File: src/rtl/fetch_if.sv
// Instruction-memory request/response bus between the fetch stage (master) and instruction memory (slave).
interface fetch_if;
  logic        INST_RDEN;
  logic [31:0] INST_ADDR;
  logic        INST_READY;
  logic        INST_RVALID;
  logic [31:0] INST_RDATA;

  modport master (output INST_RDEN, INST_ADDR, input INST_READY, INST_RVALID, INST_RDATA);
  modport slave  (input INST_RDEN, INST_ADDR, output INST_READY, INST_RVALID, INST_RDATA);
endinterface

File: src/rtl/fetch.sv
// RV32I fetch stage: credit-limited in-order requests, instruction FIFO, redirect with stale-response drop.
// Optional macro FETCH_BYPASS_EN: present a response straight to decode when the FIFO is empty.
module fetch #(
  parameter logic [31:0] START_ADDR = 32'h0000_0000,
  parameter int          FIFO_DEPTH = 2
) (
  input  logic           CLK,
  input  logic           RST,
  input  logic           STALL,
  input  logic           FLUSH,
  input  logic [31:0]    NEW_PC,
  fetch_if.master        mem,
  output logic [31:0]    I_PC,
  output logic [31:0]    I_INST,
  output logic           I_VALID
);
  localparam int AW = (FIFO_DEPTH > 1) ? $clog2(FIFO_DEPTH) : 1;
  localparam int CW = AW + 1;

  typedef logic [AW-1:0] ptr_t;
  typedef logic [CW-1:0] cnt_t;
  typedef logic [CW:0]   sum_t;

  logic [31:0] pc_reg, rsp_pc_reg;
  cnt_t        inflight_reg, drop_reg, count_reg;
  ptr_t        wr_ptr_reg, rd_ptr_reg;
  logic [31:0] fifo_pc_mem   [FIFO_DEPTH];
  logic [31:0] fifo_inst_mem [FIFO_DEPTH];
  logic [31:0] i_pc_reg, i_inst_reg;
  logic        i_valid_reg;

  logic        flush_act, credit_ok, rden, issue;
  logic        rsp_valid, rsp_keep, bypass_hit, bypass_take;
  logic        push, pop;
  logic [31:0] flush_target;
  sum_t        used_sum;
  cnt_t        count_after_pop, count_next;
  ptr_t        rd_ptr_next;
  logic [31:0] head_pc, head_inst;
  logic        unused_newpc_lsb;

  assign unused_newpc_lsb = ^NEW_PC[1:0];
  assign flush_target     = {NEW_PC[31:2], 2'b00};
  assign flush_act        = FLUSH && !STALL;
  assign used_sum         = {1'b0, inflight_reg} + {1'b0, count_reg};
  assign credit_ok        = used_sum < sum_t'(FIFO_DEPTH);
  // Gated by RST so the request line is low while reset is held.
  assign rden             = RST && credit_ok && !flush_act;
  assign issue            = rden && mem.INST_READY;

  // A response with nothing outstanding is a protocol error and is ignored entirely.
  assign rsp_valid = mem.INST_RVALID && (inflight_reg != '0);
  assign rsp_keep  = rsp_valid && (drop_reg == '0) && !flush_act;

`ifdef FETCH_BYPASS_EN
  assign bypass_hit  = rsp_keep && (count_reg == '0);
  assign bypass_take = bypass_hit && !STALL;
`else
  assign bypass_hit  = 1'b0;
  assign bypass_take = 1'b0;
`endif

  assign push = rsp_keep && !bypass_take;
  assign pop  = i_valid_reg && !STALL;

  assign mem.INST_RDEN = rden;
  assign mem.INST_ADDR = pc_reg;

  // Head after this edge: the freshly pushed word when the FIFO drains to it, otherwise the stored entry.
  always_comb begin
    count_after_pop = count_reg - cnt_t'(pop);
    rd_ptr_next     = rd_ptr_reg + ptr_t'(pop);
    count_next      = flush_act ? '0 : (count_after_pop + cnt_t'(push));
    head_pc         = rsp_pc_reg;
    head_inst       = mem.INST_RDATA;
    if (count_after_pop != '0) begin
      head_pc   = fifo_pc_mem[rd_ptr_next];
      head_inst = fifo_inst_mem[rd_ptr_next];
    end
  end

  always_ff @(posedge CLK) begin
    if (push) begin
      fifo_pc_mem[wr_ptr_reg]   <= rsp_pc_reg;
      fifo_inst_mem[wr_ptr_reg] <= mem.INST_RDATA;
    end
  end

  always_ff @(posedge CLK or negedge RST) begin
    if (!RST) begin
      pc_reg       <= START_ADDR;
      rsp_pc_reg   <= START_ADDR;
      inflight_reg <= '0;
      drop_reg     <= '0;
      count_reg    <= '0;
      wr_ptr_reg   <= '0;
      rd_ptr_reg   <= '0;
    end else begin
      if (flush_act) begin
        pc_reg     <= flush_target;
        rsp_pc_reg <= flush_target;
        // Everything still outstanding belongs to the abandoned path.
        drop_reg   <= inflight_reg - cnt_t'(rsp_valid);
        wr_ptr_reg <= '0;
        rd_ptr_reg <= '0;
      end else begin
        if (issue)
          pc_reg <= pc_reg + 32'd4;
        if (rsp_keep)
          rsp_pc_reg <= rsp_pc_reg + 32'd4;
        if (rsp_valid && (drop_reg != '0))
          drop_reg <= drop_reg - cnt_t'(1);
        if (push)
          wr_ptr_reg <= wr_ptr_reg + ptr_t'(1);
        rd_ptr_reg <= rd_ptr_next;
      end
      inflight_reg <= inflight_reg + cnt_t'(issue) - cnt_t'(rsp_valid);
      count_reg    <= count_next;
    end
  end

  always_ff @(posedge CLK or negedge RST) begin
    if (!RST) begin
      i_pc_reg    <= '0;
      i_inst_reg  <= '0;
      i_valid_reg <= 1'b0;
    end else if (flush_act) begin
      i_valid_reg <= 1'b0;
    end else begin
      i_valid_reg <= (count_next != '0);
      if (count_next != '0) begin
        i_pc_reg   <= head_pc;
        i_inst_reg <= head_inst;
      end else if (bypass_take) begin
        i_pc_reg   <= rsp_pc_reg;
        i_inst_reg <= mem.INST_RDATA;
      end
    end
  end

  assign I_VALID = i_valid_reg || bypass_hit;
  assign I_PC    = bypass_hit ? rsp_pc_reg     : i_pc_reg;
  assign I_INST  = bypass_hit ? mem.INST_RDATA : i_inst_reg;

  // Credit accounting should make a push into a full buffer impossible.
  a_no_overflow: assert property (@(posedge CLK) disable iff (!RST)
                                  !(push && !pop && (count_reg == cnt_t'(FIFO_DEPTH))));

endmodule

File: src/flat_wrapper.sv
// flat-port wrapper written by rule: the top's interface ports become plain ports
module fetch_flat 
#(
  parameter logic [31:0] START_ADDR = 32'h0000_0000,
  parameter int          FIFO_DEPTH = 2
)
  (CLK, RST, STALL, FLUSH, NEW_PC, I_PC, I_INST, I_VALID, mem_INST_RDEN, mem_INST_ADDR, mem_INST_READY, mem_INST_RVALID, mem_INST_RDATA);
  fetch_if mem_i ();
  input  logic CLK;
  input  logic RST;
  input  logic STALL;
  input  logic FLUSH;
  input  logic [31:0] NEW_PC;
  output logic [31:0] I_PC;
  output logic [31:0] I_INST;
  output logic I_VALID;
  output wire logic [$bits(mem_i.INST_RDEN)-1:0] mem_INST_RDEN;
  output wire logic [$bits(mem_i.INST_ADDR)-1:0] mem_INST_ADDR;
  input wire logic [$bits(mem_i.INST_READY)-1:0] mem_INST_READY;
  input wire logic [$bits(mem_i.INST_RVALID)-1:0] mem_INST_RVALID;
  input wire logic [$bits(mem_i.INST_RDATA)-1:0] mem_INST_RDATA;
  assign mem_INST_RDEN = mem_i.INST_RDEN;
  assign mem_INST_ADDR = mem_i.INST_ADDR;
  assign mem_i.INST_READY = mem_INST_READY;
  assign mem_i.INST_RVALID = mem_INST_RVALID;
  assign mem_i.INST_RDATA = mem_INST_RDATA;
  fetch #(.START_ADDR(START_ADDR), .FIFO_DEPTH(FIFO_DEPTH)) u_core (.CLK(CLK), .RST(RST), .STALL(STALL), .FLUSH(FLUSH), .NEW_PC(NEW_PC), .mem(mem_i), .I_PC(I_PC), .I_INST(I_INST), .I_VALID(I_VALID));
endmodule
File: config.mk
export PLATFORM = sky130hd
export DESIGN_NAME = fetch_flat
export DESIGN_NICKNAME = d
export VERILOG_FILES = /design/src/rtl/fetch_if.sv /design/src/rtl/fetch.sv /design/src/flat_wrapper.sv
export SDC_FILE = /design/constraint.sdc
export NUM_CORES = 1
export LEC_CHECK = 0
export ABC_CLOCK_PERIOD_IN_PS = 5400
export BUFFER_PORTS_ARGS = -buffer_cell sky130_fd_sc_hd__clkbuf_2
export CAP_MARGIN = 40
export CORE_UTILIZATION = 51
export DETAILED_ROUTE_END_ITERATION = 7
export PLACE_DENSITY = 0.76
export SYNTH_ARGS = -nofsm -noshare
export SYNTH_HDL_FRONTEND = slang
export SYNTH_SLANG_ARGS = --single-unit
File: constraint.sdc
create_clock -name CLK -period 5.4 [get_ports CLK]
set_input_delay 0.81 -clock CLK [delete_from_list [all_inputs] [get_ports CLK]]
set_output_delay 0.81 -clock CLK [all_outputs]
set_load 0.1 [all_outputs]
# == After elaboration in Yosys (flattened, before gate mapping) ==
# Memories as Yosys holds them, arrays and structs flattened.
# Index checks and enable logic that the tools add are counted.
# classes
add_sub_neg,11
n_bitwise,1
order_cmp,1
reduce_logical,20
n_mux,15
# op_table
operator,count
two-way mux 32 bit,6
"adder 32 x 3 -> 32 bit, second input constant",2
nonzero test 2 bit,7
logical AND 1 bit,9
two-way mux 1 bit,6
two-way mux 2 bit,3
subtractor 2 x 1 -> 2 bit,3
adder 2 x 1 -> 2 bit,2
adder 2 x 2 -> 3 bit,1
"less-than comparator 3 x 2 -> 1 bit, second input constant",1
zero test 1 bit,2
zero test 2 bit,1
AND reduction 2 bit,1
"subtractor 2 x 1 -> 2 bit, second input constant",1
adder 1 bit,1
"adder 1 bit, second input constant",1
inverter 1 bit,1
# word_totals
output_inout_bits,98
ramBits,128
regBits,137
memories,2
# mem_list
name,words,width,rd,rd_clocked_by_memory_dff,wr,line,source
u_core.fifo_inst_mem,2,32,1,0,1,fetch.sv:28,logic [31:0] fifo_inst_mem [FIFO_DEPTH];
u_core.fifo_pc_mem,2,32,1,0,1,fetch.sv:27,logic [31:0] fifo_pc_mem [FIFO_DEPTH];

# == Logic depth before layout (Yosys ltp) ==
# depth
ltp_word,8
mapped_depth,11
depth_no_buf,10

# == Least setup slack after synthesis ==
# Ideal clock, no wire load.
# synth_timing
kind,input to register
startpoint,input FLUSH
endpoint,"memory u_core.fifo_inst_mem[0][0], enable pin"
stages,3
required_time_ps,4842
t_arrival_ps,5438
path_slack_ps,-596
setup_ps,558
cell_sequence,nor2b_1 clkbuf_1 nor3_1
# synth_between
elab_chain_len,5
# synth_rtl
element,line,source
"start, declared",flat_wrapper.sv:12,input logic FLUSH;
logical AND 1 bit,fetch.sv:44,assign flush_act = FLUSH && !STALL;
zero test 1 bit,fetch.sv:53,assign rsp_keep = rsp_valid && (drop_reg == '0) && !flush_act;
logical AND 1 bit,fetch.sv:53,
two-way mux 1 bit,fetch.sv:83,if (push) begin
two-way mux 1 bit (not written as such),fetch.sv:85,fifo_inst_mem[wr_ptr_reg] <= mem.INST_RDATA;
"end, declared",fetch.sv:28,
# No other way between the ends.

# == Worst setup path after layout ==
# layout_timing
startpoint,register u_core.inflight_reg[0]
endpoint,output mem_INST_RDEN
# layout_between
elab_chain_len,4
# layout_rtl
element,line,source
"start, declared",fetch.sv:25,"cnt_t inflight_reg, drop_reg, count_reg;"
"start signal, assigned",fetch.sv:117,inflight_reg <= inflight_reg + cnt_t'(issue) - cnt_t'(rsp_valid);
adder 2 x 2 -> 3 bit,fetch.sv:45,"assign used_sum = {1'b0, inflight_reg} + {1'b0, count_reg};"
less-than comparator 3 x 2 -> 1 bit,fetch.sv:46,assign credit_ok = used_sum < sum_t'(FIFO_DEPTH);
logical AND 1 bit (2 in a row),fetch.sv:48,assign rden = RST && credit_ok && !flush_act;
"end, declared",flat_wrapper.sv:17,output wire logic [$bits(mem_i.INST_RDEN)-1:0] mem_INST_RDEN;
# No other way between the ends.

==> summary by stage <==
Global route
The layer with the highest usage after global routing is met2. Summed over all layers, the global routing overflow is 0. The wire length of the first global-routing pass is 36300 um.

Entering global routing, the biggest net connects 82 pins. The met1 track utilization from global routing is 0.294. For this run, the total global-route usage over all layers was measured as 0.207. For met3 alone, demand over resource in global routing was 0.0315. The met2 track demand over resource in global routing is 0.331. The initial antenna violation count is 0. The via count of the first global-routing pass is 7028.

Synthesis
After technology mapping, the gate count stands at 864. The leading area contributor after synthesis is edfxtp_1. By area the synthesized netlist is led by edfxtp_1, dfrtp_1, mux2i_1, a211oi_1, a21o_1.

The synthesized area per cell is 12.7 um2. The most used flip-flop cell after synthesis is dfrtp_1. In the synthesized netlist, the cells that appear most often are dfrtp_1, edfxtp_1, nor2_1. The post-synthesis adder-cell area fraction is 0.00977. The share of synthesized area in the top cell type comes to 0.338. The register bit total from synthesis is 255. The synthesized design contains 124 enable-type register cells.

The count of distinct cell types in the synthesized netlist is 45. After synthesis, the share of flip-flops with an asynchronous set or reset is 0.514. The number of synthesis warnings is 0. For this run, the register share of the synthesized area comes to 0.636.

The cell area that synthesis handed to floorplanning was 11000 um2. The share of cell area taken by muxes after synthesis is 0.0591. Of the total synthesized cell area, the portion taken by AND, OR, NAND and NOR gates is 0.100. In the post-synthesis netlist, the cell with the most instances is dfrtp_1. The main combinational cell family by area after synthesis is compound AO/OA/AOI/OAI gates. The xor-xnor portion of the synthesized cell area is 0.0513. The compound-cell area share of the yosys netlist is 0.119.

Die
The number of rows in the core area is 53. The die is 149 um wide. In this run the standard cell core region covers 21100 um2.

For this design the top-level I/O count stands at 168. The die footprint is 22200 um2. The die height is 149 um. For this configuration, the core starts out at a cell density of 0.522.

Placement
In this run the cell area measured after placement is 12200 um2. The routability congestion estimate is 0.822. Summed over all nets, the half-perimeter wirelength after detailed placement is 14700 um.

The number of buffers added on ports is 161. The number of placed cells counting well taps is 1266.

Layout
The multi-input gate area in the final layout is 3790 um2. The synthesis-to-layout area growth is 18.0%. After routing the design area is 13000 um2. The non-filler instance count after layout is 1316. The number of flip-flops under the largest register name is 64. The post-layout utilization of the core is 0.616. The register with the most flip-flops in the final layout is u_core.fifo_inst_mem. The layout cell share with drive strength beyond 1 is 0.217. The repair_antennas step left the layout with diodes totalling 0.

For this run, the post-layout net count is 1098. After filler insertion, the fill cell instance count of the layout stands at 1674. The combined flip-flop and latch cell area is 7000 um2.

Timing
Setup violations remaining at the end of the flow were counted as 0. The final-report hold violation count was 0. The routed design could run at a clock period as short as 3.38 ns. The clock arrives with 0.0146 ns of skew. The actual slew at the worst max-slew pin is 0.879 ns.

Dividing the final minimum period by the clock period gives 0.625. The final total negative setup slack is 0 ns. In this run the tightest slew margin relative to its limit is 0.409. Setup repair after global routing left no endpoint under its margin.

The maximum achievable frequency is 296 MHz. The number of max-slew violations in the final report came to 0.

Worst setup path
Data on the critical path arrives at its endpoint at 2.57 ns. The worst setup path is captured at a primary output. The worst setup path is of the reg2out kind. Of all nets on the critical path, the largest fanout is 4. The worst setup path is launched from a flop. The data required time at the worst endpoint is 4.59 ns.

Detailed routing
Wires add up to 22700 um. Detailed routing inserted a total of 7269 vias. Using the TritonRoute via totals, the vias-per-cell ratio works out to 5.52.

After detailed routing, the number of remaining DRC violations is 0. The routed wire length per instance is 17.3 um. In this run, the number of DRC markers left after iteration 0 of detailed routing was 351. Once detail routing completed, the nets flagged for antenna violations numbered 0. The first TritonRoute pass finished after 4 iterations.

Status
The flow ran to the end, and the final reports show no timing, DRC or antenna violations.

Clocking
The post-cts resize count is 0. Clock tree synthesis inserted a total of 27 buffers. Clock-pin slew was measured on the worst setup and hold paths at 0.06 ns.

At the later pin of the worst-skew pair, clock insertion delay measures 0.53 ns. The buffer count from post-CTS setup fixing is 0. The clock tree from TritonCTS is built. The cell at the root of the clock tree is clkbuf_16. The total number of H-tree levels is 1. CTS saw 255 sinks. The longest clock path from root to sink contains 3 buffers. The number of hold-repair buffers added at the cts stage is 0.

Min path
In this run the worst hold path is classified as in2async.

Job
Max-cap violations in this run came to 0.
cell usage in the layout, fill, tap and decap left out, drive strengths merged, types with 2 or more instances in the layout:
master,netlist,final
nor3b,2,2
a211oi,62,62
a21oi,55,55
nor3,6,6
mux2i,65,65
o211ai,3,3
buf,24,15
and4,3,3
nand3,33,33
and3,10,10
nand4,22,22
xnor2,10,10
and2,7,7
xor2,51,51
edfxtp,124,124
clkbuf,27,194
ha,7,7
inv,7,8
conb,1,4
nor4,4,4
a21o,62,62
o21ai,5,5
nand2b,2,2
dfrtp,131,131
nand2,23,23
clkinvlp,0,3
nor2,105,105
clkinv,0,11
nor2b,3,3
metal layers:
layer,vias up,part of all wire
met5,-,0
met4,0,0.019
met3,36,0.055
met2,253,0.47
met1,3508,0.46
li1,3472,-
layout make-up:
| cell class | instances | area share |
|---|---|---|
| Timing Repair Buffer | 175 | 0.0768 |
| Tap cell | 275 | 0.0265 |
| Clock inverter | 16 | 0.00896 |
| Inverter | 7 | 0.00202 |
| Clock buffer | 34 | 0.0548 |
| Sequential cell | 255 | 0.539 |
| Multi-Input combinational cell | 554 | 0.292 |
logic make-up after synthesis:
family	count (synthesis)
buffers and inverters	58
multiplexers	65
XOR/XNOR	62
AND/OR/NAND/NOR	225
other	1
adder cells (fa/ha/maj)	8
flip-flops	255
AO/OA/AOI/OAI	190
critical path, cell delays in order, from the launching register on:
cell and delay [ns]:
dfrtp_1 0.47, inv_1 0.09, nor2_1 0.11, fa_1 0.45, nor3b_1 0.30, and2_1 0.17, clkbuf_2 0.45
stage by stage:
step	worst slack [ns]	hold WS, ns
global route	1.92	0.122
floorplan	1.35	0.483
global placement	1.62	0.459
detailed placement	1.98	0.465
CTS	2.01	0.119
finish	2.02	0.134
worst paths after layout:
kind	endpoint	slack [ns]	start	depth (start not counted)
min in group CLK	u_core.I_INST[18]$_DFFE_PN0P_	0.47	u_core.I_INST[18]$_DFFE_PN0P_	1
max in group asynchronous	u_core.I_PC[16]$_DFFE_PN0P_	3.53	RST	3
worst max register to register	u_core.mem.INST_ADDR[24]$_DFFE_PN0P_	2.27	u_core.inflight_reg[0]$_DFF_PN0_	8
worst min register to register	u_core.I_INST[18]$_DFFE_PN0P_	0.47	u_core.I_INST[18]$_DFFE_PN0P_	1
worst min-delay path	u_core.mem.INST_ADDR[14]$_DFFE_PN0P_	0.13	RST	1
worst max-delay path	mem_INST_RDEN	2.02	u_core.inflight_reg[0]$_DFF_PN0_	6
Power is left out: the tool's default activity adds up to more than one toggle a clock period on the data nets, which glitch-free logic cannot reach.
